$ cat src/rtl/seg_display_arbiter.sv
// seg_display_arbiter
//   Shares one multi-digit seven-segment display between NUM_REQ requesters.
//   Valid sources are shown round-robin for DWELL_CYC cycles each; an urgent
//   pulse pins the display to that source for HOLD_CYC cycles.
//
// Optional build macro: SEG_ARB_SWITCH_FLASH_EN
//   When defined, all decimal points are lit for FLASH_CYC cycles after every
//   source switch (sel change, IDLE exit, HOLD entry/re-target).
//
// Ports:
//   clk          system clock
//   reset        synchronous, active-high reset
//   req_valid    [NUM_REQ]                per-requester data-valid level
//   req_data     [NUM_REQ*NUM_SEGMENTS*4] per-requester digits, source i at
//                                         bits [i*NUM_SEGMENTS*4 +: NUM_SEGMENTS*4]
//   req_dp       [NUM_REQ*NUM_SEGMENTS]   per-requester decimal points, active-low
//   urgent       [NUM_REQ]                single-cycle preempt pulses
//   encoded      [NUM_SEGMENTS*4]         registered digits for seven_segment
//   digit_point  [NUM_SEGMENTS]           registered decimal points, active-low
//   grant        [NUM_REQ]                one-hot displayed source, zero in IDLE
//   hold_active                           high while in HOLD
module seg_display_arbiter #(
   parameter int unsigned NUM_REQ      = 4,
   parameter int unsigned NUM_SEGMENTS = 4,
   parameter int unsigned DWELL_CYC    = 200_000_000,
   parameter int unsigned HOLD_CYC     = 100_000_000,
   parameter int unsigned FLASH_CYC    = 25_000_000
) (
   input  logic                              clk,
   input  logic                              reset,
   input  logic [NUM_REQ-1:0]                req_valid,
   input  logic [NUM_REQ*NUM_SEGMENTS*4-1:0] req_data,
   input  logic [NUM_REQ*NUM_SEGMENTS-1:0]   req_dp,
   input  logic [NUM_REQ-1:0]                urgent,
   output logic [NUM_SEGMENTS*4-1:0]         encoded,
   output logic [NUM_SEGMENTS-1:0]           digit_point,
   output logic [NUM_REQ-1:0]                grant,
   output logic                              hold_active
);

   localparam int unsigned DW      = NUM_SEGMENTS * 4;
   localparam int unsigned SEL_W   = (NUM_REQ > 1) ? $clog2(NUM_REQ) : 1;
   localparam int unsigned CNT_MAX = (DWELL_CYC > HOLD_CYC) ? DWELL_CYC : HOLD_CYC;
   localparam int unsigned CNT_W   = (CNT_MAX > 1) ? $clog2(CNT_MAX) : 1;

   if (NUM_REQ < 2 || NUM_REQ > 8 || NUM_SEGMENTS < 1 ||
       DWELL_CYC < 1 || HOLD_CYC < 1 || FLASH_CYC < 1) begin : g_bad_param
      $error("seg_display_arbiter: parameter out of range");
   end

   typedef enum logic [1:0] {
      ST_IDLE = 2'd0,
      ST_SHOW = 2'd1,
      ST_HOLD = 2'd2
   } state_t;

   state_t              r_state, w_state_nxt;
   logic [SEL_W-1:0]    r_sel, w_sel_nxt;
   logic [CNT_W-1:0]    r_cnt, w_cnt_nxt;

   logic                w_any_valid;
   logic [SEL_W-1:0]    w_low_valid;
   logic [SEL_W-1:0]    w_low_urgent;
   logic [SEL_W-1:0]    w_rr_next;
   logic [2*NUM_REQ-1:0] w_rot;
   logic [NUM_REQ-1:0]  w_grant_nxt;
   logic                w_flash_force;

   logic [DW-1:0]           r_encoded;
   logic [NUM_SEGMENTS-1:0] r_dp;
   logic [NUM_REQ-1:0]      r_grant;

   // Lowest-index searches: iterate downward so the last hit is the lowest.
   always_comb begin
      w_any_valid  = |req_valid;
      w_low_valid  = '0;
      w_low_urgent = '0;
      for (int unsigned i = NUM_REQ; i > 0; i--) begin
         if (req_valid[i-1]) w_low_valid  = SEL_W'(i-1);
         if (urgent[i-1])    w_low_urgent = SEL_W'(i-1);
      end
   end

   // Round-robin: rotate a doubled copy of req_valid so bit j is the source
   // j+1 places after sel; the lowest hit (searched downward) wins, and bit
   // NUM_REQ-1 wraps back to sel itself.
   always_comb begin
      w_rot     = {req_valid, req_valid} >> (32'(r_sel) + 32'd1);
      w_rr_next = r_sel;
      for (int unsigned k = NUM_REQ; k > 0; k--) begin
         if (w_rot[k-1]) w_rr_next = SEL_W'((32'(r_sel) + k) % NUM_REQ);
      end
   end

   // Next-state logic; priority is urgent > valid-drop > dwell/hold expiry.
   always_comb begin
      w_state_nxt = r_state;
      w_sel_nxt   = r_sel;
      w_cnt_nxt   = r_cnt + CNT_W'(1);
      if (urgent != '0) begin
         w_state_nxt = ST_HOLD;
         w_sel_nxt   = w_low_urgent;
         w_cnt_nxt   = '0;
      end else begin
         case (r_state)
            ST_IDLE: begin
               w_cnt_nxt = '0;
               if (w_any_valid) begin
                  w_state_nxt = ST_SHOW;
                  w_sel_nxt   = w_low_valid;
               end
            end
            ST_SHOW: begin
               if (!req_valid[r_sel]) begin
                  w_cnt_nxt = '0;
                  if (w_any_valid) w_sel_nxt   = w_rr_next;
                  else             w_state_nxt = ST_IDLE;
               end else if (r_cnt == CNT_W'(DWELL_CYC - 1)) begin
                  w_cnt_nxt = '0;
                  w_sel_nxt = w_rr_next;
               end
            end
            ST_HOLD: begin
               if (r_cnt == CNT_W'(HOLD_CYC - 1)) begin
                  w_cnt_nxt = '0;
                  if (req_valid[r_sel]) begin
                     w_state_nxt = ST_SHOW;
                  end else if (w_any_valid) begin
                     w_state_nxt = ST_SHOW;
                     w_sel_nxt   = w_rr_next;
                  end else begin
                     w_state_nxt = ST_IDLE;
                  end
               end
            end
            default: begin
               w_state_nxt = ST_IDLE;
               w_sel_nxt   = '0;
               w_cnt_nxt   = '0;
            end
         endcase
      end
   end

   always_ff @(posedge clk) begin
      if (reset) begin
         r_state <= ST_IDLE;
         r_sel   <= '0;
         r_cnt   <= '0;
      end else begin
         r_state <= w_state_nxt;
         r_sel   <= w_sel_nxt;
         r_cnt   <= w_cnt_nxt;
      end
   end

`ifdef SEG_ARB_SWITCH_FLASH_EN
   localparam int unsigned FL_W = $clog2(FLASH_CYC + 1);

   logic [FL_W-1:0] r_flash, w_flash_nxt;
   logic            w_switch;

   // r_flash holds the flash cycles still to show, including the one being
   // registered now, so a load of FLASH_CYC lights the DPs exactly that long.
   always_comb begin
      w_switch = (w_state_nxt != ST_IDLE) &&
                 ((w_sel_nxt != r_sel) || (r_state == ST_IDLE) || (urgent != '0));
      if (w_state_nxt == ST_IDLE) w_flash_nxt = '0;
      else if (w_switch)          w_flash_nxt = FL_W'(FLASH_CYC);
      else if (r_flash != '0)     w_flash_nxt = r_flash - FL_W'(1);
      else                        w_flash_nxt = '0;
   end

   always_ff @(posedge clk) begin
      if (reset) r_flash <= '0;
      else       r_flash <= w_flash_nxt;
   end

   assign w_flash_force = (w_flash_nxt != '0);
`else
   assign w_flash_force = 1'b0;
`endif

   always_comb begin
      w_grant_nxt            = '0;
      w_grant_nxt[w_sel_nxt] = 1'b1;
   end

   // Outputs are registered from the next-state values so grant, encoded and
   // hold_active always describe the same source in the same cycle.
   always_ff @(posedge clk) begin
      if (reset || (w_state_nxt == ST_IDLE)) begin
         r_encoded <= '0;
         r_dp      <= '1;
         r_grant   <= '0;
      end else begin
         r_encoded <= req_data[32'(w_sel_nxt)*DW +: DW];
         r_dp      <= w_flash_force ? '0 : req_dp[32'(w_sel_nxt)*NUM_SEGMENTS +: NUM_SEGMENTS];
         r_grant   <= w_grant_nxt;
      end
   end

   assign encoded     = r_encoded;
   assign digit_point = r_dp;
   assign grant       = r_grant;
   assign hold_active = (r_state == ST_HOLD);

endmodule

$ cat config.mk
export PLATFORM = sky130hd
export DESIGN_NAME = seg_display_arbiter
export DESIGN_NICKNAME = d
export VERILOG_FILES = /design/src/rtl/seg_display_arbiter.sv
export SDC_FILE = /design/constraint.sdc
export NUM_CORES = 1
export LEC_CHECK = 0
export CAP_MARGIN = 40
export CORE_UTILIZATION = 60
export DETAILED_ROUTE_END_ITERATION = 16
export DONT_BUFFER_PORTS = 1
export GPL_ROUTABILITY_DRIVEN = 0
export PLACE_DENSITY = 0.76
export SETUP_SLACK_MARGIN = 0.15
export SYNTH_ARGS = -nofsm -noshare
export SYNTH_HDL_FRONTEND = slang
export SYNTH_SLANG_ARGS = --single-unit
$ cat constraint.sdc
create_clock -name clk -period 2.7 [get_ports clk]
set_input_delay 0.27 -clock clk [delete_from_list [all_inputs] [get_ports clk]]
set_output_delay 0.27 -clock clk [all_outputs]
set_load 0.01 [all_outputs]
# After elaboration in Yosys (flattened, before gate mapping)
# Index checks and enable logic that the tools add are counted.
# classes
add_sub_neg	5
magnitude_cmp	3
n_eq_ne	4
shift	3
n_mux	36
reduce_logical	7
# op_table
operator	count
$mux W28	3
$shiftx A64 B7 Y16	1
$pmux W28 S2	1
$mux W2	24
$shr A8 B32 Y4	1
$add A28 B1 Y28 const B	1
$eq A28 B27 Y1 const B	1
$eq A28 B28 Y1 const B	1
$shiftx A16 B5 Y4	1
$pmux W2 S3	2
$lt A2 B3 Y1 const B	2
$add A2 B2 Y2 const B	2
$logic_not A2 Y1	2
$mux W1	4
$reduce_bool A4 Y1	1
$reduce_or A4 Y1	1
$add A2 B1 Y3 const B	1
$add A2 B1 Y2 const B	1
$bmux W1 S2	1
$demux W1 S2	1
$eq A2 B1 Y1 const B	1
$eq A2 B2 Y1 const B	1
$ge A2 B1 Y1 const B	1
$reduce_or A2 Y1	1
2 further kinds	2
# totals
reg_bits	56
input_bits	90
out_inout_bits	25
wordCells	64

# Longest topological paths before layout
# logic_depth
ltp_word	15
ltp_mapped	11
mapped_depth_nobuf	9

# Least setup slack after synthesis
# No wires, ideal clock.
# synth_timing
path_type	register to register
from	register r_cnt[0]
to	register r_dp[3] (netlist: digit_point[3])
setup_ps	117
t_arrival_ps	2357
required_time_ps	2583
slack_ps	226
stages_incl_launch_ff	11
n_path_buf	1
period_less_slack_ps	2474
path_cell_list	dfxtp_1 ha_1 nand4_1 nor2_1 a41o_1 mux2i_1 o22ai_1 a21oi_4 buf_8 mux2_2 o22a_1
# synth_between
elab_chain_cells	6
elab_cells_between_ends	13
classes_between	eq/ne (2); shift (1); mux (8); reduce/logical (2)
# synth_rtl
element	line	source
from (decl)	59	logic [CNT_W-1:0] r_cnt, w_cnt_nxt;
from (signal assigned)	153	r_cnt <= w_cnt_nxt;
$eq A28 B28 Y1 / $eq A28 B27 Y1 (equally long branches)	118, 124	
$mux W2 (on tied branches)	118, 124	
$mux W2 / $pmux W2 S3 (equally long branches)	114, 105	
$pmux W2 S3 / $mux W2 (equally long branches)	105, 100	
$mux W2 / $logic_not A2 Y1 (equally long branches)	100, 192	
$shiftx A16 B5 Y4 / $logic_or A1 B1 Y1 (equally long branches)	198, 192	
to (signal assigned)	198	r_dp <= w_flash_force ? '0 : req_dp[32'(w_sel_nxt)*NUM_SEGMENTS +: NUM_SEGMENTS];
to (decl)	70	logic [NUM_SEGMENTS-1:0] r_dp;
# Parallel ways exist; a longest one is shown, timed or not.
# A chain may end at the register's enable or synchronous reset.

# Final worst setup path
# layout_timing
from	register r_cnt[8]
to	register r_dp[3] (netlist: digit_point[3])
# Same word-level chain as after synthesis.

==> qor.txt <==
Synth cell types -> 52
area share of the largest cell type after synthesis -> 36.2%
ANT cells -> 0
largest net degree at the start of global routing -> 28
GRT Overall Usage -> 23.1%
final setup vio count -> 0
R2R Path End -> digit_point[3]
final core occ -> 70.7%
vias in the first global route -> 2,219
final std cells w/o fill -> 406
vias per cell -> 5.95
Layout Skew -> 11.1 ps
Area Growth Syn to Fin -> 10.7%
FF-to-FF path depth -> 9
CP Capture Type -> flop
worst hold start -> reset
top_reg_cell synth -> dfxtp_1
Nets -> 433
most instantiated cells after synthesis -> dfxtp_1 (56), nor2_1 (54), mux2i_1 (36), nand2_1 (19), o22ai_2 (16)
leakage power -> 1.34 nW
Synth area leader -> dfxtp_1
FFs w/ async S/R, synth -> 0%
CTS tree -> done
most numerous cell in the Yosys netlist -> dfxtp_1
R2R Setup Slk -> 190 ps
Max FO, Critical Path -> 17
switching share of power -> 27.1%
CTS Hold Bufs -> 0
Cells after Synth -> 328
Routed WL -> 6630 um
GR Overflow Total -> 0
setup TNS -> 0 ps
Via Count -> 2,415
Fin. Hold Viols -> 0
Fillers -> 349
Worst-Margin Slew -> 347 ps
Post-Syn Area -> 3100 um^2
IO Count -> 115
initial antenna violation count -> 0
PwrDens -> 483 nW/um^2
Clock transition at path regs -> 100 ps
final period utilization -> 92.9%
Die ar. -> 5450 um^2
DIE WIDTH -> 73.8 um
crit path time final -> 2510 ps
Gate power share -> 16.5%
dpl cells -> 390
Clk pwr share -> 28.6%
WP data arrival -> 2720 ps
CTS sink count -> 56
Min Hold Slack -> 22.4 ps
Post-DRT Antenna Nets -> 0
start point of the critical path -> r_cnt[8]
FF-to-FF Start -> r_cnt[8]
top area cells in the synthesized netlist -> dfxtp_1 (36%), mux2i_1 (12%), nor2_1 (6.5%)
HP Class -> in2reg
Final Total Pwr -> 1.66 mW
min setup slack post-route -> 192 ps
Core Box Area -> 4850 um^2
drc violations -> 0
Max-Slew Margin vs Limit -> 76.8%
H-Tree Depth -> 2
post-synthesis sequential area ratio -> 36.2%
Min-Delay Endpoint -> r_sel[1]
initial core utilization -> 63.9%
Inserted Clock Buffers -> 5
Max Cap Violations -> 0
layout cell share with drive strength beyond 1 -> 20.6%
Max Root-Sink Buffers -> 2
power share of the sequential group -> 54.9%
Critical Path Source Type -> flop
Placement Rows -> 25
Worst Setup Path Type -> reg2reg
DR pass1 iterations -> 4
CTS root buf -> clkbuf_8
syn nets -> 423
port bufs -> 0
Ys Warns -> 0
EDFF count, synth -> 0
status -> completed
Die Ht -> 73.8 um
internal power -> 1.21 mW
wire per inst -> 16.3 um
Peak VDD IR -> 0.000387 V
Skew-Pair Late Insertion Delay -> 310 ps
RSZ-0062 raised after global routing -> yes
flop and latch count out of synthesis -> 56
design area -> 3430 um^2
Detail Placement HPWL -> 4670 um
DR iter-0 viols -> 80
Slew Limit Fails -> 0
Fmax -> 399 MHz
Worst Path Required -> 2910 ps
first-pass GRT wire length -> 9730 um
placement-stage cell area -> 3180 um^2
Synth Area per Inst -> 9.44 um^2
dpl ws -> 45.6 ps
Hold Path Cell Cnt -> 1
NetSw -> 448 uW
[cells in the final DEF, fill, tap and decap left out, types with 7 or more instances in the layout]
cell type  count
mux2i_1       34
xor2_1        14
o22ai_2       16
xnor2_1       12
nand3_1       13
nand4_1        7
dfxtp_1       54
nand2_1       19
o21ai_0        7
buf_4         12
mux2_2         8
inv_1         13
nor2_1        52
[cell type report]
class,instances,area (um^2),share of cell area [%]
Multi-Input combinational cell,243,1840,53.6
Sequential cell,56,1120,32.8
Tap cell,67,83.8,2.44
Clock inverter,3,27.5,0.803
Timing Repair Buffer,19,239,6.97
Inverter,13,48.8,1.42
Clock buffer,5,68.8,2.01
[per-layer routing]
layer  GRT usage [%]  part of all wire [%]
met4            9.40                   1.0
met3            4.80                   4.8
met2            38.7                    52
met1            28.8                    42
met5               0                     0
[timing repair]
item / in CTS / in global routing
endpoints found under the setup margin: 20 / 24
pin swaps: 1 / 1
gates cloned: 0 / 3
resized for setup: 2 / 10
endpoints found under the hold margin: 0 / 0
buffers inserted: 1 / 4
[how the worst max path moves through the flow]
| stage | end | slack (ps) | cells past startpoint |
|---|---|---|---|
| after floorplan | digit_point[3] | 230 | 10 |
| after global placement | encoded[12] | 90 | 10 |
| after detailed placement | encoded[5] | 50 | 10 |
| after CTS | encoded[5] | 130 | 10 |
| after global routing | encoded[6] | 60 | 10 |
| final | digit_point[3] | 190 | 9 |
[cell families after synthesis]
group,after synthesis,synth area share (%)
adder cells (fa/ha/maj),5,2.02
multiplexers,45,15.3
AND/OR/NAND/NOR,121,19.4
XOR/XNOR,26,7.35
AO/OA/AOI/OAI,46,13.9
flip-flops,56,36.2
buffers and inverters,29,5.86
[critical path, stage by stage (launching register included)]
cell and delay [ps]:
dfxtp_1 340, or4b_4 550, nor4_4 190, nand4_1 160, mux2i_1 180, o22ai_1 130
a21oi_4 160, buf_12 180, mux2_2 340, o22a_1 190
[power groups by stage]
| stage | clock network [mW] | logic [mW] | registers, mW |
|---|---|---|---|
| floorplan | 0 | 0.215 | 0.920 |
| global placement | 0 | 0.233 | 0.930 |
| detailed placement | 0 | 0.239 | 0.928 |
| CTS | 0.487 | 0.240 | 0.910 |
| global route | 0.518 | 0.294 | 0.914 |
| finish | 0.473 | 0.274 | 0.910 |
[state kept, by name (all words and copies together), names as in the netlist]
| name | flops |
|---|---|
| r_cnt | 28 |
| digit_point | 4 |
| r_state | 2 |
| grant | 4 |
| encoded | 16 |
| r_sel | 2 |
No activity file was read; power rests on OpenSTA's default activity.
